`config.mk`:
```
export PLATFORM = sky130hd
export DESIGN_NAME = instr_fetch
export DESIGN_NICKNAME = d
export VERILOG_FILES = /design/src/rtl/mips_pkg.sv /design/src/rtl/instr_fetch_pc_next.sv /design/src/rtl/instr_fetch.sv
export SDC_FILE = /design/constraint.sdc
export NUM_CORES = 1
export LEC_CHECK = 0
export CORE_ASPECT_RATIO = 2
export CORE_MARGIN = 3
export CORE_UTILIZATION = 52
export DETAILED_ROUTE_END_ITERATION = 16
export PLACE_DENSITY = 0.9
export SLEW_MARGIN = 20
export SYNTH_ARGS = -nofsm -noshare
export SYNTH_HDL_FRONTEND = slang
export SYNTH_HIERARCHICAL = 1
export SYNTH_SLANG_ARGS = --single-unit
```
`constraint.sdc`:
```
create_clock -name clk -period 7.7 [get_ports clk]
set_input_delay 0.77 -clock clk [delete_from_list [all_inputs] [get_ports clk]]
set_output_delay 0.77 -clock clk [all_outputs]
set_load 0.02 [all_outputs]
```
`src/rtl/mips_pkg.sv`:
```
// Shared fetch-stage definitions: jump-select encodings, fetch FSM states,
// instruction field positions and the branch-offset helper.
package mips_pkg;

    // Controller jump-select encodings; the fourth code is reserved and fetches sequentially.
    localparam logic [1:0] JMP_SEQ = 2'd0;
    localparam logic [1:0] JMP_J   = 2'd1;
    localparam logic [1:0] JMP_JR  = 2'd2;

    // Fetch sequencer states.
    typedef enum logic [1:0] {
        FETCH = 2'd0,
        EXEC  = 2'd1,
        HALT  = 2'd2
    } fetch_state_e;

    // Instruction field positions.
    localparam int unsigned OPC_MSB  = 31;
    localparam int unsigned OPC_LSB  = 26;
    localparam int unsigned FUNC_MSB = 5;

    // Sign-extended 16-bit branch immediate, scaled to a byte offset.
    function automatic logic [31:0] branch_offset(input logic [15:0] imm);
        return {{14{imm[15]}}, imm, 2'b00};
    endfunction

endpackage

```
`src/rtl/instr_fetch_pc_next.sv`:
```
// pc_next: combinational next-PC selection for the fetch stage.
// Without PC_MISALIGN_CHECK_EN the low two bits of the target are cleared;
// with it they pass through so the fetch stage can detect misalignment.
module pc_next
    import mips_pkg::*;
(
    input  logic [31:0] pc_i,
    input  logic [25:0] instr_idx_i,
    input  logic [1:0]  jmp_i,
    input  logic        branch_taken_i,
    input  logic [31:0] jr_target_i,
    output logic [31:0] pc_plus4_o,
    output logic [31:0] next_pc_o
);

    logic [31:0] target;

    assign pc_plus4_o = pc_i + 32'd4;

    // Target select: the jump kind wins over the branch condition; the reserved code is sequential.
    always_comb begin
        target = pc_plus4_o;
        case (jmp_i)
            JMP_JR:  target = jr_target_i;
            JMP_J:   target = {pc_plus4_o[31:28], instr_idx_i, 2'b00};
            JMP_SEQ: begin
                if (branch_taken_i) begin
                    target = pc_plus4_o + branch_offset(instr_idx_i[15:0]);
                end
            end
            default: target = pc_plus4_o;
        endcase
    end

`ifdef PC_MISALIGN_CHECK_EN
    assign next_pc_o = target;
`else
    assign next_pc_o = {target[31:2], 2'b00};
`endif

endmodule

```
`src/rtl/instr_fetch.sv`:
```
// instr_fetch: instruction fetch stage with FETCH / EXEC / HALT sequencing.
// Optional macro PC_MISALIGN_CHECK_EN: a misaligned next PC sets a sticky
// misalign_err, freezes the offending PC and halts until reset.
module instr_fetch
    import mips_pkg::*;
#(
    parameter logic [31:0] RESET_PC = 32'h0000_0000
) (
    input  logic        clk,
    input  logic        rst_n,
    output logic        imem_req,
    output logic [31:0] imem_addr,
    input  logic        imem_ready,
    input  logic [31:0] imem_rdata,
    output logic        ir_valid,
    output logic [31:0] ir,
    output logic [5:0]  opc,
    output logic [5:0]  func,
    output logic [31:0] pc_plus4,
    input  logic        ex_done,
    input  logic [1:0]  jmp,
    input  logic        branch_taken,
    input  logic [31:0] jr_target,
    output logic        misalign_err
);

    fetch_state_e state_q, state_d;
    logic [31:0]  pc_q, pc_d;
    logic [31:0]  ir_q, ir_d;
    logic [31:0]  next_pc;

    pc_next u_pc_next (
        .pc_i           (pc_q),
        .instr_idx_i    (ir_q[25:0]),
        .jmp_i          (jmp),
        .branch_taken_i (branch_taken),
        .jr_target_i    (jr_target),
        .pc_plus4_o     (pc_plus4),
        .next_pc_o      (next_pc)
    );

`ifdef PC_MISALIGN_CHECK_EN
    logic misalign_q, misalign_d;
    assign misalign_err = misalign_q;
`else
    assign misalign_err = 1'b0;
`endif

    // The request is gated by rst_n so it drops the moment reset asserts.
    assign imem_req  = rst_n && (state_q == FETCH);
    assign imem_addr = pc_q;
    assign ir_valid  = (state_q == EXEC);
    assign ir        = ir_q;
    assign opc       = ir_q[OPC_MSB:OPC_LSB];
    assign func      = ir_q[FUNC_MSB:0];

    // Next-state logic: capture on imem_ready in FETCH, retire on ex_done in EXEC.
    always_comb begin
        state_d = state_q;
        pc_d    = pc_q;
        ir_d    = ir_q;
`ifdef PC_MISALIGN_CHECK_EN
        misalign_d = misalign_q;
`endif
        case (state_q)
            FETCH: begin
                if (imem_ready) begin
                    ir_d    = imem_rdata;
                    state_d = EXEC;
                end
            end
            EXEC: begin
                if (ex_done) begin
                    pc_d = next_pc;
`ifdef PC_MISALIGN_CHECK_EN
                    if (next_pc[1:0] != 2'b00) begin
                        misalign_d = 1'b1;
                        state_d    = HALT;
                    end else begin
                        state_d = FETCH;
                    end
`else
                    state_d = FETCH;
`endif
                end
            end
            HALT: begin
                state_d = HALT;
            end
            default: begin
                state_d = FETCH;
            end
        endcase
    end

    // State and datapath registers with asynchronous active-low reset.
    always_ff @(posedge clk or negedge rst_n) begin
        if (!rst_n) begin
            state_q <= FETCH;
            pc_q    <= RESET_PC;
            ir_q    <= '0;
`ifdef PC_MISALIGN_CHECK_EN
            misalign_q <= 1'b0;
`endif
        end else begin
            state_q <= state_d;
            pc_q    <= pc_d;
            ir_q    <= ir_d;
`ifdef PC_MISALIGN_CHECK_EN
            misalign_q <= misalign_d;
`endif
        end
    end

endmodule

```
Word level (Yosys, flattened, before mapping)
Index checks and enable logic that the tools add are counted.
{"block": "totals", "mem_count": 0, "register_bits": 64, "output_inout_bits": 111, "rom_bits": 0, "inputBits": 71, "ram_bits": 0, "word_cells": 22, "latchBits": 0}
{"block": "classes", "n_lt_le_gt_ge": 0, "n_bitwise": 0, "addsub": 2, "multipliers": 0, "div_mod_pow": 0, "n_eq_ne": 6, "shift": 0, "muxes": 5, "reduce_logical": 6}
{"cell": "32-bit case mux with 3 select lines", "count": 1}
{"cell": "32-bit by 3-bit adder with 32-bit output (second input constant)", "count": 1}
{"cell": "32-bit adder", "count": 1}
{"cell": "32-bit 2-to-1 mux", "count": 1}
{"cell": "2-bit case mux with 3 select lines", "count": 1}
{"cell": "2-bit AND reduction", "count": 3}
{"cell": "2-bit by 1-bit equality test with 1-bit output (second input constant)", "count": 2}
{"cell": "2-bit equality test (second input constant)", "count": 2}
{"cell": "2-bit logical NOT", "count": 2}
{"cell": "2-bit 2-to-1 mux", "count": 2}
{"cell": "2-bit by 1-bit inequality test with 1-bit output (second input constant)", "count": 1}
{"cell": "2-bit inequality test (second input constant)", "count": 1}
{"cell": "1-bit logical AND", "count": 1}

Logic depth before layout (Yosys ltp)
Gate-level depths: netlist of the first run.
{"block": "depth", "depth_word": 4, "mapped_depth": 19, "mapped_depth_nobuf": 17}

Cells and area by module
Netlist of the first run, hierarchy kept.
{"module": "pc_next", "cells_each": 452, "area_each_um2": 3108.0, "n_inst": 1, "seq_area_each_um2": 0.0}
{"module": "instr_fetch", "cells_each": 159, "area_each_um2": 2617.5, "n_inst": 1, "seq_area_each_um2": 1651.6}

Least setup slack after synthesis of the first run
OpenSTA, ideal clock, no wires.
{"block": "synth_timing", "kind": "flip-flop to flip-flop", "startpoint": "reg pc_q[7] (netlist: imem_addr[7])", "endpoint": "reg pc_q[31] (netlist: imem_addr[31])", "setup_slack_ps": 3686, "setup_time_ps": 125, "period_less_slack_ps": 4014, "required_time_ps": 7575, "path_stages_with_launch": 17, "t_arrival_ps": 3889, "path_buffers": 1, "cell_sequence": "dfrtp_1 and3_1 buf_4 nand4_4 or3_4 nor2_4 and2_1 xor2_1 ha_1 a21o_1 a21o_1 a21oi_1 o21ai_0 nor4_2 mux2i_1 o21ai_1 mux2_2"}
{"block": "synth_via", "elab_chain_len": 4}
{"element": "from (decl)", "line": "instr_fetch.sv:28", "rtl": "logic [31:0] pc_q, pc_d;"}
{"element": "from (signal assigned)", "line": "instr_fetch.sv:107", "rtl": "pc_q <= pc_d;"}
{"element": "32-bit by 3-bit adder with 32-bit output", "line": "instr_fetch_pc_next.sv:18", "rtl": "assign pc_plus4_o = pc_i + 32'd4;"}
{"element": "net pc_plus4[28]", "line": "instr_fetch.sv:19", "rtl": "output logic [31:0] pc_plus4,"}
{"element": "32-bit adder", "line": "instr_fetch_pc_next.sv:28", "rtl": "target = pc_plus4_o + branch_offset(instr_idx_i[15:0]);"}
{"element": "32-bit 2-to-1 mux", "line": "instr_fetch_pc_next.sv:27", "rtl": "if (branch_taken_i) begin"}
{"element": "32-bit case mux with 3 select lines", "line": "instr_fetch_pc_next.sv:23", "rtl": "case (jmp_i)"}
{"element": "net next_pc[31]", "line": "instr_fetch.sv:30", "rtl": "logic [31:0] next_pc;"}
The timed path passes the listed nets, and every way through them passes these cells.
A chain may end at the register's enable or synchronous reset.

Worst setup path after layout of the first run
{"block": "layout_timing", "startpoint": "reg pc_q[7] (netlist: imem_addr[7])", "endpoint": "reg pc_q[31] (netlist: imem_addr[31])"}
{"block": "layout_via", "elab_chain_len": 4}
{"element": "32-bit by 3-bit adder with 32-bit output *", "line": "instr_fetch_pc_next.sv:18"}
{"element": "32-bit adder", "line": "instr_fetch_pc_next.sv:28"}
{"element": "32-bit 2-to-1 mux", "line": "instr_fetch_pc_next.sv:27"}
{"element": "32-bit case mux with 3 select lines *", "line": "instr_fetch_pc_next.sv:23"}
{"element": "net next_pc[31]", "line": "instr_fetch.sv:30"}
The timed path passes the listed nets; every way through them passes the cells marked *.

==> impl_results.rst, run 1 <==
.. list-table::
   :header-rows: 1

   * - Metric
     - Value
   * - Run status
     - finished clean
   * - Capturing point of the worst reg2reg path
     - imem_addr[31]
   * - Reg area
     - around 1700 µm²
   * - Worst relative slew slack
     - between 40% and 50%
   * - Global-route wire length before repair
     - about 30 mm
   * - Row Count
     - 53
   * - Switch Pwr
     - approximately 1.6 mW
   * - Worst clock skew on the final layout
     - ~0.010 ns
   * - Startpoint types
     - flop
   * - Most frequent cell after synthesis
     - sky130_fd_sc_hd__dfrtp_1
   * - Warnings, synthesis
     - 6
   * - Crit path DAT
     - 4.71 ns
   * - Library cell occupying the most area in the post-synthesis netlist
     - sky130_fd_sc_hd__dfrtp_1
   * - Maximum number of pins on one net before global-route repair
     - 53
   * - Pre-Repair DR Iteration Count
     - 5
   * - Placed wire-length estimate after detailed placement
     - 14.2 mm
   * - WS Path Type
     - reg2reg
   * - Sort of element at the end of the critical path
     - flop
   * - Number of placed I/O pins
     - approximately 180
   * - Most instantiated cells after synthesis
     - sky130_fd_sc_hd__dfrtp_1 (66), sky130_fd_sc_hd__a21oi_1 (57), sky130_fd_sc_hd__mux2_2 (55)
   * - Core Footprint
     - 10,600 µm²
   * - Standby leakage power
     - roughly 3.3 nW
   * - Number of cells upsized or downsized after cts
     - 0
   * - Antenna violation net count after detailed routing
     - 0
   * - Overall Global Routing Usage
     - 31.8%
   * - Starting Density
     - about 54%
   * - Total count of hold-check failures in the final report
     - 0
   * - Count of flip-flops with a built-in enable after synthesis
     - 0
   * - Worst-case vdd ir drop
     - about 0.29 mV
   * - Number of buffers added to fix hold violations after cts
     - 0
   * - Post-CTS Setup Inserts
     - 0
   * - Worst skew pair latency
     - ~0.34 ns
   * - Cell count after synthesis
     - approximately 600
   * - Flip-flop and latch count after synthesis
     - 66
   * - Top Layer Used
     - met4
   * - Count of final max-slew check failures
     - 0
   * - # port buffers
     - between 150 and 200
   * - Antenna violations before repair
     - 0
   * - Mean Syn Cell Area
     - about 9.4 µm²
   * - Overall power consumption
     - between 3 and 4 mW
   * - Maximum clock path buffer count
     - 2
   * - Slew of the pin with the lowest slew margin
     - between 0.7 and 0.8 ns
   * - Drt initial violations
     - roughly 600
   * - Switching fraction of total power
     - 47.9%
   * - Internal portion of total power
     - approximately 1.7 mW
   * - Clock period minus final worst setup slack
     - roughly 4.5 ns
   * - Width of the die
     - ~80 µm
   * - Detailed-route wire length
     - around 19 mm
   * - Filler cell count
     - about 740
   * - Logic depth of the worst register-to-register path
     - 17
   * - Placer's final routability congestion estimate
     - slightly above 0.9
   * - Die Ht
     - 154 µm
   * - Clock H-tree levels
     - 3
   * - Final worst path period share
     - 58.2%
   * - Worst hold path class
     - in2async
   * - Number of global-route vias before repair
     - slightly below 6k
   * - Root buffer selected by CTS
     - sky130_fd_sc_hd__clkbuf_16
   * - Setup repair after global routing missed its margin
     - false
   * - Logic pwr share
     - 69.1%
   * - WL met1
     - ~6.3 mm
   * - Largest driver fanout on the critical path
     - 7
   * - Startpoint of the worst register-to-register path
     - imem_addr[7]
   * - Fmax
     - 0.223 GHz
   * - Share of final-layout standard cells stronger than drive strength 1
     - between 10% and 20%
   * - Detail-routed net length per standard cell
     - approximately 21 µm
   * - Netlist cell types
     - 64
   * - Fraction of power consumed by the clock network
     - ~11%
   * - Area taken by multi-input logic gates
     - 3710 µm²
   * - Clock tree from TritonCTS
     - yes
   * - Critical Path RT
     - around 7.9 ns
   * - Proportion of synthesized chip area in sequential cells
     - just under 30%
   * - Routed vias/inst
     - 6.22
   * - Top cell type's share of synthesized area
     - roughly 29%
   * - DR WL met2
     - between 10 and 15 mm
   * - Leading post-synthesis cells by cell area
     - sky130_fd_sc_hd__dfrtp_1 (29%), sky130_fd_sc_hd__mux2_2 (11%), sky130_fd_sc_hd__ha_1 (7.4%), sky130_fd_sc_hd__a21oi_1 (5.0%), sky130_fd_sc_hd__xnor2_1 (4.7%)
   * - Number of nets in the layout
     - 867
   * - Number of setup violations in the final report
     - 0
   * - Synth Flop Type
     - sky130_fd_sc_hd__dfrtp_1
   * - Setup TNS
     - 0 ns
   * - Total clock buffers created by CTS
     - 9
   * - Post-synthesis async set-or-reset flop share
     - 100%
   * - Part of the total power dissipated in sequential elements
     - 19.5%
   * - Combined area of all synthesized cells
     - approximately 5700 µm²
   * - Number of clock sinks
     - 66
   * - Gr ovfl total
     - 0
   * - Via count
     - 5,614
   * - Number of DRC violations after detailed routing
     - 0
   * - Power per standard cell area
     - 436 nW/µm²
   * - Max Cap Violations
     - 0
   * - Area of the die
     - roughly 12,000 µm²
   * - Layout area overhead
     - 34.4%
   * - Inserted Diodes
     - 0
   * - Reg-to-reg slack, setup
     - around 3.2 ns
   * - Met3 WL post-DR
     - between 1 and 1.5 mm
   * - Clock slew at the register clock pins of the worst setup and hold paths
     - about 0.060 ns
==> how the worst max path moves through the flow <==
stage / startpoint / to / slack [ns] / depth (start not counted)
floorplan: imem_addr[7] / imem_addr[31] / 3.69 / 16
global placement: imem_addr[7] / imem_addr[31] / 3.44 / 17
detailed placement: imem_addr[7] / imem_addr[31] / 3.30 / 17
CTS: imem_addr[7] / imem_addr[31] / 3.30 / 17
global route: imem_addr[7] / imem_addr[31] / 2.98 / 17
finish: imem_addr[7] / imem_addr[31] / 3.22 / 17
==> area by class of cell <==
cell class / instances / area share (%)
timing repair buffer: 183 / 23.5
multi-input combinational: 478 / 48.2
inverter: 23 / 1.12
clock buffer: 13 / 3.25
tap: 137 / 2.23
clock inverter: 3 / 0.195
sequential: 66 / 21.5
==> state kept, by name, indices dropped and copies added, names as in the netlist <==
signal and count:
imem_addr 32, ir 32, state_q 2
==> kinds of logic (layout without fill, tap and decap cells) <==
logic type | Yosys count | in the layout | share of synthesized area (%)
compound gates | 161 | 161 | 18.2
xor+xnor | 51 | 51 | 7.80
fa+ha+maj | 35 | 35 | 7.78
buf+inv | 68 | 222 | 6.42
flops | 66 | 66 | 28.8
mux | 78 | 78 | 16.7
other cells | 2 | 3 | 0.131
simple gates | 150 | 150 | 14.2
==> through the flow <==
step / instances / setup slack, ns / hold WS, ns / area (µm²) / utilization [%]
6_report: 903 / 3.22 / 0.408 / 7700 / 72.5
5_1_grt: 903 / 2.98 / 0.425 / 7700 / 72.5
4_1_cts: 903 / 3.30 / 0.425 / 7690 / 72.5
3_5_place_dp: 887 / 3.30 / 0.515 / 7430 / 70.0
3_3_place_gp: 887 / 3.44 / 0.493 / 7430 / 70.0
2_1_floorplan: 612 / 3.69 / 0.474 / 5730 / -
==> power groups by stage <==
stage                     sequential (mW)  combinational, mW  clock (mW)
after floorplan                     0.752               1.35           0
after global placement              0.638               2.17           0
after detailed placement            0.653               2.25           0
after CTS                           0.651               2.28       0.384
after global routing                0.676               2.47       0.401
final                               0.655               2.32       0.381
==> routing by layer <==
| metal | vias up | GRT usage (%) |
|---|---|---|
| li1 | 2511 | - |
| met1 | 2677 | 32.2 |
| met4 | 0 | 20.3 |
| met2 | 331 | 56.8 |
| met5 | - | 0 |
| met3 | 95 | 6.70 |
==> layout by cell type, fill, tap and decap left out, types with 3 or more instances in the layout <==
cell type and count:
sky130_fd_sc_hd__a211o_1 7, sky130_fd_sc_hd__a211oi_1 3, sky130_fd_sc_hd__a21o_1 17, sky130_fd_sc_hd__a21oi_1 57, sky130_fd_sc_hd__a221oi_1 4, sky130_fd_sc_hd__a222oi_1 5, sky130_fd_sc_hd__a22oi_1 3, sky130_fd_sc_hd__a31oi_1 4
sky130_fd_sc_hd__and2_1 3, sky130_fd_sc_hd__and3_1 9, sky130_fd_sc_hd__buf_4 5, sky130_fd_sc_hd__clkbuf_1 3, sky130_fd_sc_hd__clkbuf_16 9, sky130_fd_sc_hd__clkdlybuf4s50_1 176, sky130_fd_sc_hd__clkinv_2 3, sky130_fd_sc_hd__conb_1 3
sky130_fd_sc_hd__dfrtp_1 66, sky130_fd_sc_hd__ha_1 34, sky130_fd_sc_hd__inv_1 23, sky130_fd_sc_hd__mux2_1 13, sky130_fd_sc_hd__mux2_2 55, sky130_fd_sc_hd__mux2i_1 3, sky130_fd_sc_hd__mux4_2 7, sky130_fd_sc_hd__nand2_1 45
sky130_fd_sc_hd__nand2b_1 9, sky130_fd_sc_hd__nand3_1 22, sky130_fd_sc_hd__nand4_1 7, sky130_fd_sc_hd__nor2_1 26, sky130_fd_sc_hd__nor2b_1 4, sky130_fd_sc_hd__nor3_1 5, sky130_fd_sc_hd__o211ai_1 3, sky130_fd_sc_hd__o21a_1 5
sky130_fd_sc_hd__o21ai_0 23, sky130_fd_sc_hd__o21ai_1 8, sky130_fd_sc_hd__o21bai_1 5, sky130_fd_sc_hd__o31ai_1 4, sky130_fd_sc_hd__or3_1 4, sky130_fd_sc_hd__xnor2_1 31, sky130_fd_sc_hd__xor2_1 20
==> worst max-delay path: stages, from the launching register on <==
cell and delay [ns]:
sky130_fd_sc_hd__dfrtp_1 0.47, sky130_fd_sc_hd__and3_1 0.38, sky130_fd_sc_hd__nand4_4 0.21, sky130_fd_sc_hd__or3_4 0.46
sky130_fd_sc_hd__nor2_2 0.13, sky130_fd_sc_hd__xnor2_1 0.20, sky130_fd_sc_hd__inv_1 0.11, sky130_fd_sc_hd__ha_1 0.40
sky130_fd_sc_hd__nand2_1 0.09, sky130_fd_sc_hd__o21ai_1 0.29, sky130_fd_sc_hd__o21bai_1 0.21, sky130_fd_sc_hd__a21o_1 0.19
sky130_fd_sc_hd__o311ai_2 0.13, sky130_fd_sc_hd__and3_1 0.19, sky130_fd_sc_hd__nor4_2 0.34, sky130_fd_sc_hd__mux2i_1 0.23
sky130_fd_sc_hd__o21ai_1 0.07, sky130_fd_sc_hd__mux2_2 0.28
(Power assumes the default switching activity.)
==> inputs of run 2 (changes only) <==
Settings changed: CORE_UTILIZATION 52 to 48, PLACE_DENSITY 0.9 to 0.84.
Clock period 7.7 ns to 4.4 ns, I/O delays scaled along.
==> run 2 against run 1 <==
  * Utilization fell by 4.7 points
  * Non-clock buffer count rose by 7
  * Sequential cell count did not move
  * Wire length fell by 1.9%
  * Largest cell class unchanged
  * Sequential share of layout area fell by 0.26 points
  * Power rose by 76%
  * First-iteration DRC count fell by 41%
  * Via count fell by 1.6%
  * Final area rose by 1.3%
  * Clock power rose by 85%
==> impl_results.rst, run 2 (synthesis gave the netlist of run 1 again) <==
.. list-table::
   :header-rows: 1

   * - Metric
     - Value
   * - Run status
     - finished clean
   * - Crit path DAT
     - about 4.4 ns
   * - Number of global-route vias before repair
     - 5,755
   * - Minimum setup slack in the final design
     - approximately 0.20 ns
   * - Placed wire-length estimate after detailed placement
     - 14.7 mm
   * - Detail-routed net length per standard cell
     - around 21 µm
   * - Critical Path RT
     - approximately 4.6 ns
   * - # port buffers
     - approximately 180
   * - Post-CTS Setup Inserts
     - 0
   * - Max Cap Violations
     - 0
   * - Clock slew at the register clock pins of the worst setup and hold paths
     - ~0.060 ns
   * - Maximum clock path buffer count
     - 2
   * - Detailed-route wire length
     - between 15 and 20 mm
   * - WS Path Type
     - reg2reg
   * - Number of nets in the layout
     - 874
   * - Layout area overhead
     - 36.2%
   * - Total count of hold-check failures in the final report
     - 0
   * - Count of final max-slew check failures
     - 0
   * - Core Footprint
     - ~11,000 µm²
   * - Share of the core filled with cells in the final layout
     - about two thirds
   * - Power per standard cell area
     - roughly 760 nW/µm²
   * - Share of final-layout standard cells stronger than drive strength 1
     - 14.1%
   * - Sort of element at the end of the critical path
     - flop
   * - Overall Global Routing Usage
     - 27.8%
   * - Gr ovfl total
     - 0
   * - Number of DRC violations after detailed routing
     - 0
   * - Worst clock skew on the final layout
     - 0.00891 ns
   * - Width of the die
     - around 83 µm
   * - Worst skew pair latency
     - ~0.34 ns
   * - Largest driver fanout on the critical path
     - 7
   * - Most common cell after layout, fill and taps aside
     - sky130_fd_sc_hd__clkdlybuf4s50_1
   * - Drt initial violations
     - between 300 and 400
   * - Area of the die
     - 13,400 µm²
   * - Maximum number of pins on one net before global-route repair
     - 52
   * - Number of placed I/O pins
     - around 180
   * - Worst hold path class
     - reg2reg
   * - Slew of the pin with the lowest slew margin
     - 0.787 ns
   * - Placer's final routability congestion estimate
     - between 0.9 and 1
   * - Final non-filler cell area
     - around 7800 µm²
   * - Logic depth of the worst register-to-register path
     - 17
   * - Global-route wire length before repair
     - between 20 and 30 mm
   * - Routed vias/inst
     - around 6.0
   * - Inserted Diodes
     - 0
   * - Final worst path period share
     - a little over nine tenths
   * - Clock period minus final worst setup slack
     - approximately 4.2 ns
   * - Critical Path Max Stage Delay
     - ~0.46 ns
   * - Via count
     - ~5.5k
   * - Overall power consumption
     - around 5.9 mW
   * - Standby leakage power
     - approximately 3.3 nW
   * - WP depth
     - 17
   * - Clock H-tree levels
     - 3
   * - Placed standard-cell area
     - around 7500 µm²
   * - Slowest cell on crit path
     - sky130_fd_sc_hd__or3_4
   * - Fmax
     - 0.238 GHz
   * - Worst path bufs/invs
     - 1
   * - Pre-Repair DR Iteration Count
     - 7
   * - Delay-heaviest family, CP
     - simple AND/OR/NAND/NOR gates
   * - Worst Hold Path Cells
     - 1
   * - Cell Chain, Critical Path
     - and4_2, nand4_4, or3_4, nor2_2, xnor2_1, inv_1, ha_2, nand2_1, o21ai_2, o21bai_1, a21o_1, o311ai_2, and3_1, nor4_2, mux2i_1, o21ai_1, mux2_2
   * - Worst-case vdd ir drop
     - approximately 0.5 mV
   * - Number of setup violations in the final report
     - 0
   * - Clock tree from TritonCTS
     - yes
   * - Commonest non-fill, non-tap cells in the layout
     - sky130_fd_sc_hd__clkdlybuf4s50_1 (176), sky130_fd_sc_hd__dfrtp_1 (65), sky130_fd_sc_hd__a21oi_1 (56)
   * - Startpoint types
     - flop
   * - Number of clock sinks
     - 66
   * - Antenna violation net count after detailed routing
     - 0
   * - Root buffer selected by CTS
     - sky130_fd_sc_hd__clkbuf_16
   * - Total clock buffers created by CTS
     - 9
   * - Worst relative slew slack
     - 47.6%
   * - Starting Density
     - 49.8%
   * - Post-placement setup slack
     - about 0.15 ns
   * - Antenna violations before repair
     - 0
   * - Die Ht
     - between 150 and 200 µm
   * - Row Count
     - 55
-- run 2: layer usage --
| layer | GRT usage, % | routed length (µm) | vias to the layer above | part of all wire (%) |
|---|---|---|---|---|
| met2 | 53.6 | 10700 | 245 | 56 |
| met5 | 0 | 0 | - | 0 |
| met3 | 4.72 | 942 | 62 | 5.0 |
| li1 | - | - | 2515 | - |
| met4 | 14.8 | 984 | 0 | 5.2 |
| met1 | 27.7 | 6330 | 2701 | 33 |
-- run 2: worst reg2reg max path, cell delays in order, from the launching register on --
cell,delay (ns)
sky130_fd_sc_hd__dfrtp_1,0.44
sky130_fd_sc_hd__and4_2,0.31
sky130_fd_sc_hd__nand4_4,0.15
sky130_fd_sc_hd__or3_4,0.46
sky130_fd_sc_hd__nor2_2,0.13
sky130_fd_sc_hd__xnor2_1,0.20
sky130_fd_sc_hd__inv_1,0.11
sky130_fd_sc_hd__ha_2,0.40
sky130_fd_sc_hd__nand2_1,0.08
sky130_fd_sc_hd__o21ai_2,0.21
sky130_fd_sc_hd__o21bai_1,0.20
sky130_fd_sc_hd__a21o_1,0.20
sky130_fd_sc_hd__o311ai_2,0.15
sky130_fd_sc_hd__and3_1,0.19
sky130_fd_sc_hd__nor4_2,0.31
sky130_fd_sc_hd__mux2i_1,0.22
sky130_fd_sc_hd__o21ai_1,0.07
sky130_fd_sc_hd__mux2_2,0.27
-- run 2: path summary, 6_finish.rpt --
kind,startpoint,to,slack (ns)
hold reg to reg,ir[27],ir[27],0.51
min in group asynchronous,rst_n,ir[11],0.53
max in group asynchronous,rst_n,imem_addr[3],2.87
setup reg to reg,imem_addr[10],imem_addr[31],0.20
hold / removal,ir[27],ir[27],0.51
setup / recovery,imem_addr[10],imem_addr[31],0.20
-- run 2: report_power, final --
group	total [mW]	switching, mW	internal, mW
Combinational	4.05	2.18	1.87
Sequential	1.13	0.313	0.819
Clock	0.706	0.257	0.449
-- run 2: repair_timing --
| item | 4_1_cts | 5_1_grt |
|---|---|---|
| gates resized for setup | 0 | 6 |
| endpoints found under the setup margin | 0 | 2 |
| hold buffers | 1 | 0 |
| endpoints found under the hold margin | 15 | 0 |
-- run 2: final cells by class --
| type | count | area (µm²) |
|---|---|---|
| Tap cell | 142 | 178 |
| Sequential cell | 66 | 1650 |
| Inverter | 23 | 86.3 |
| Multi-Input combinational cell | 478 | 3730 |
| Clock inverter | 3 | 40.0 |
| Timing Repair Buffer | 190 | 1870 |
| Fill cell | 887 | 3690 |
| Clock buffer | 12 | 246 |
-- run 2: through the flow --
stage | hold WS, ns | setup TNS (ns) | std cells
5_1_grt | 0.546 | -0.00419 | 914
4_1_cts | 0.513 | 0 | 914
3_5_place_dp | 0.334 | 0 | 898
2_1_floorplan | 0.144 | 0 | 612
3_3_place_gp | 0.328 | 0 | 898
6_report | 0.512 | 0 | 914
==> inputs of run 3 (changes only) <==
Settings changed: CAP_MARGIN set to 10, CELL_PAD_IN_SITES_DETAIL_PLACEMENT set to 0, CELL_PAD_IN_SITES_GLOBAL_PLACEMENT set to 1, CORE_UTILIZATION 48 to 35, PLACE_DENSITY 0.84 to 0.83.
==> run 3 against run 2 <==
  * Highest routed layer unchanged
  * Largest cell class unchanged
  * Final area up 1.5%
  * Power is 0.87% higher
  * Sequential power about the same
  * Via count fell by 1.1%
  * Sequential cell count did not move
  * Combinational power is 2% higher
  * Utilization shrank 18 points
  * Setup slack worse by 0.025 ns
  * Clock power decreased by 4.0%
==> impl_results.rst, run 3 (synthesis gave the netlist of run 1 again) <==
.. list-table::
   :header-rows: 1

   * - Metric
     - Value
   * - Run status
     - finished clean
   * - Setup repair after global routing missed its margin
     - false
   * - Width of the die
     - 96.4 µm
   * - Clock slew at the register clock pins of the worst setup and hold paths
     - 0.06 ns
   * - Worst relative slew slack
     - 38.2%
   * - Overall power consumption
     - 5.94 mW
   * - Die Ht
     - ~190 µm
   * - Slew of the pin with the lowest slew margin
     - 0.926 ns
   * - Number of clock sinks
     - 66
   * - Worst clock skew on the final layout
     - 0.0101 ns
   * - Fmax
     - around 0.24 GHz
   * - WS Path Type
     - reg2reg
   * - Drt initial violations
     - 246
   * - Setup TNS
     - 0 ns
   * - # port buffers
     - 178
   * - Worst skew pair latency
     - between 0.3 and 0.4 ns
   * - Worst-case vdd ir drop
     - around 0.36 mV
   * - Row Count
     - 65
   * - Detail-routed net length per standard cell
     - around 20 µm
   * - Maximum clock path buffer count
     - 2
   * - Share of final-layout standard cells stronger than drive strength 1
     - 14.9%
   * - Standby leakage power
     - around 3.3 nW
   * - Final worst path period share
     - 96.1%
   * - Root buffer selected by CTS
     - sky130_fd_sc_hd__clkbuf_16
   * - Startpoint types
     - flop
   * - Antenna violations before repair
     - 0
   * - Number of nets in the layout
     - a little under 900
   * - Max Cap Violations
     - 0
   * - Critical Path RT
     - ~4.6 ns
   * - Area of the die
     - 18,000 µm²
   * - Number of setup violations in the final report
     - 0
   * - Clock H-tree levels
     - 3
   * - Total clock buffers created by CTS
     - 9
   * - Number of buffers added to fix hold violations after cts
     - 0
   * - Inserted Diodes
     - 0
   * - Startpoint of the worst register-to-register path
     - imem_addr[11]
   * - Clock tree from TritonCTS
     - yes
   * - Antenna violation net count after detailed routing
     - 0
   * - Gr ovfl total
     - 0
   * - Post-Place Cells
     - ~960
   * - Number of placed I/O pins
     - approximately 180
   * - Number of non-filler instances in the completed layout
     - 979
   * - Clock period minus final worst setup slack
     - approximately 4.2 ns
   * - Most common cell after layout, fill and taps aside
     - sky130_fd_sc_hd__clkdlybuf4s50_1
   * - Total count of hold-check failures in the final report
     - 0
   * - Worst slack on hold paths
     - approximately 0.31 ns
   * - Placer's final routability congestion estimate
     - around 0.88
   * - Count of final max-slew check failures
     - 0
   * - Cell Chain, Critical Path
     - and4_2, nand4_4, or3_4, nor2_2, xnor2_1, inv_1, ha_2, nand2_1, o21ai_4, o21bai_1, a21o_1, o311ai_2, and3_1, nor4_4, mux2i_1, o21ai_1, mux2_2
   * - Filler cell count
     - approximately 1.6k
   * - Core Footprint
     - between 15,000 and 20,000 µm²
   * - Via count
     - 5,464
   * - Number of DRC violations after detailed routing
     - 0
   * - Startpoint of the most critical setup path
     - imem_addr[11]
   * - Detailed-route wire length
     - between 15 and 20 mm
   * - Routed vias/inst
     - roughly 5.6
   * - Placed wire-length estimate after detailed placement
     - 15.4 mm
   * - Starting Density
     - a little over a third
   * - Pre-Repair DR Iteration Count
     - 5
   * - Sort of element at the end of the critical path
     - flop
   * - Number of global-route vias before repair
     - around 5.8k
   * - Critical Path Max Stage Delay
     - between 0.4 and 0.5 ns
   * - Layout area overhead
     - 38.2%
   * - Worst hold path class
     - in2async
   * - Commonest non-fill, non-tap cells in the layout
     - sky130_fd_sc_hd__clkdlybuf4s50_1 (176), sky130_fd_sc_hd__dfrtp_1 (65), sky130_fd_sc_hd__a21oi_1 (56)
   * - Overall Global Routing Usage
     - 22.2%
   * - Largest driver fanout on the critical path
     - 6
   * - Power per standard cell area
     - ~750 nW/µm²
   * - Slowest cell on crit path
     - sky130_fd_sc_hd__or3_4
   * - Global-route wire length before repair
     - a little over 30 mm
   * - Crit path DAT
     - roughly 4.5 ns
   * - Maximum number of pins on one net before global-route repair
     - 67
## run 3: worst paths after layout
path,endpoint,slack (ns),depth (start not counted)
min in group clk,ir[30],0.52,1
min,ir[30],0.31,2
max reg2reg,imem_addr[31],0.17,17
max,imem_addr[31],0.17,17
min reg2reg,ir[30],0.52,1
max in group asynchronous,imem_addr[10],3.40,2
## run 3: routing by layer
layer / GRT usage, % / routed length, µm / vias to the layer above
li1: - / - / 2538
met1: 22.5 / 6730 / 2654
met2: 40.8 / 11100 / 213
met3: 3.66 / 891 / 59
met4: 12.8 / 1030 / 0
met5: 0 / 0 / -
## run 3: report_power, final
group / leakage [nW] / internal, mW / switching, mW
Clock: 0.138 / 0.406 / 0.272
Combinational: 2.41 / 1.93 / 2.23
Sequential: 0.783 / 0.819 / 0.288
Total: 3.33 / 3.15 / 2.79
## run 3: per-stage QoR
| stage | utilization, % | cell area [µm²] | worst slack (ns) |
|---|---|---|---|
| 6_report | 49.6 | 7910 | 0.170 |
| 5_1_grt | 49.6 | 7910 | 0.00830 |
| 4_1_cts | 49.4 | 7880 | 0.0450 |
| 3_5_place_dp | 47.7 | 7610 | 0.0564 |
| 3_3_place_gp | 47.7 | 7610 | 0.189 |
| 2_1_floorplan | - | 5730 | 0.386 |
## run 3: timing repair
item | in CTS | in global routing
setup buffers | 0 | 0
setup endpoints to repair | 0 | 2
hold endpoints to repair | 0 | 0
gates resized for setup | 0 | 7
## run 3: final cells by class
type                    count  area [µm²]  share of cell area (%)
clock buffers              12         256                    3.24
clock inverters             3        15.0                   0.190
inverters                  23        86.3                    1.09
multi-input cells         478        3740                    47.3
flip-flops and latches     66        1650                    20.9
well taps                 201         251                    3.18
repair buffers            196        1910                    24.1
## run 3: worst max-delay path, delay by kind of cell, from the launching register on
family	cells	cell delay, ns
DFF	1	0.43
adders and majority gates	1	0.41
buffers and inverters	1	0.12
and+or+nand+nor	7	1.70
muxes	2	0.50
AOI/OAI and AO/OA	5	0.80
xor gates and xnor gates	1	0.17
==> variant, RTL diff (settings of run 2) <==
The 3 states of `fetch_state_e` get a one-hot encoding in 3 bits.
--- a/src/rtl/mips_pkg.sv
+++ b/src/rtl/mips_pkg.sv
@@ -10,6 +10,6 @@
     // Fetch sequencer states.
-    typedef enum logic [1:0] {
-        FETCH = 2'd0,
-        EXEC  = 2'd1,
-        HALT  = 2'd2
+    typedef enum logic [2:0] {
+        FETCH = 3'b001,
+        EXEC  = 3'b010,
+        HALT  = 3'b100
     } fetch_state_e;
Formal check against the unedited RTL: same outputs for any inputs over 4 cycles, from zero or initial values and one cycle with rst_n low; so few cycles prove little.
==> variant against run 2 <==
Total power grew 19%. Clock power grew 22%. Sequential cell count grew 1. Worst hold slack lost 180 ps. Global-route usage grew 1.0 points. First-iteration DRC count shrank 12%. Fmax grew 1.1%. Routed wire length grew 5.1%. Clock skew is essentially flat. Synthesized area grew 0.66%. Cell area grew 2.5%. Count of clock-buffer cells in the layout shrank 1. Worst setup slack gained 45 ps. Largest cell class unchanged. Largest power group unchanged.
==> variant: results (changes against run 2) <==
outcome: finished clean
critical-path maximum fanout: 6 (-1)
Worst VDD drop: 0.4987 mV (-2.4%)
Clock-cell share: 0.04291 (+0.006161)
Inverters excl. clock: 24 (+4.3%)
final cell count without fillers: 926 (+1.3%)
Post-Synth XOR/XNOR Area: 0.07751 (-0.0005081)
biggest cell delay along the critical path: 490 ps (+30 ps)
Psw: 3.309 mW (+20%)
Yosys cell types: 65 (+1.6%)
synth top area cells: dfrtp_1, mux2_1, ha_1
Multi-input comb cells: 479 (+0.21%)
placed cells: 909 (+1.2%)
metal2 WL: 11110 um (+4.1%)
metal3 WL: 1058 um (+12%)
clock share of power: 0.123 (+0.003)
internal power: 3.685 mW (+18%)
Final Cycle Share: 0.9455 (-0.01016)
FILL cells: 913 (+2.9%)
flop2flop setup slack: 240 ps (+40 ps)
Post-Route WL: 19890 um (+5.1%)
initial detailed-routing violation count: 304 (-12%)
Synth Area in Compound Gates: 0.1822 (about the same)
final weighted congestion in routability-driven placement: 0.9262 (-1.5%)
Synth Area in Adders: 0.07729 (-0.0005067)
Fin Clk Skew: 8.919 ps (+0.008830 ps)
synth cell count leaders: dfrtp_1, mux2_1, a21oi_1
NonClk Buf Share: 0.2377 (-0.001702)
met3 Use GR: 0.03953 (-0.007700)
critical path data arrival time: 4380 ps (-40 ps)
GRT met1 Usage: 0.2860 (+0.009481)
clock buffer count: 11 (-1)
Hold WC Path Type: in2async
Hold Slack: 329.4 ps (-182.5 ps)
slew margin rel.: 0.3956 (-0.07987)
syn_area_per_cell: 9.371 um2 (about the same)
hold_buf cts: 0 (-1)
first-pass GRT wire length: 30590 um (+2.9%)
non-clock buffer count: 195 (+2.6%)
num sequential: 67 (+1.5%)
GRT Util Overall: 0.2887 (+0.01034)
multi-input logic area: 3796 um2 (+1.8%)
largest net degree at the start of global routing: 68 (+31%)
placed inst area: 7579 um2 (+1.3%)
design area: 7990 um2 (+2.5%)
Seq pwr share: 0.185 (-0.007)
[variant: cell types whose count changed after synthesis, moves of 2 or more]
| cell | before | now |
|---|---|---|
| mux2_1 | 13 | 59 |
| mux2_2 | 55 | 9 |
| buf_4 | 21 | 18 |
| nor4bb_1 | 0 | 3 |
| buf_2 | 3 | 5 |
| buf_6 | 4 | 6 |
| nand2b_1 | 9 | 7 |
| nor2b_1 | 4 | 2 |
[variant: path summary, 6_finish.rpt]
path / endpoint / start / cells past startpoint
worst max-delay path: imem_addr[31]$_DFFE_PN0P_ / imem_addr[12]$_DFFE_PN0P_ / 15
worst min-delay path: ir[25]$_DFFE_PN0P_ / rst_n / 2
worst max register to register: imem_addr[31]$_DFFE_PN0P_ / imem_addr[12]$_DFFE_PN0P_ / 15
worst min register to register: ir[17]$_DFFE_PN0P_ / ir[17]$_DFFE_PN0P_ / 1
max in group asynchronous: imem_addr[10]$_DFFE_PN0P_ / rst_n / 2
min in group clk: ir[17]$_DFFE_PN0P_ / ir[17]$_DFFE_PN0P_ / 1
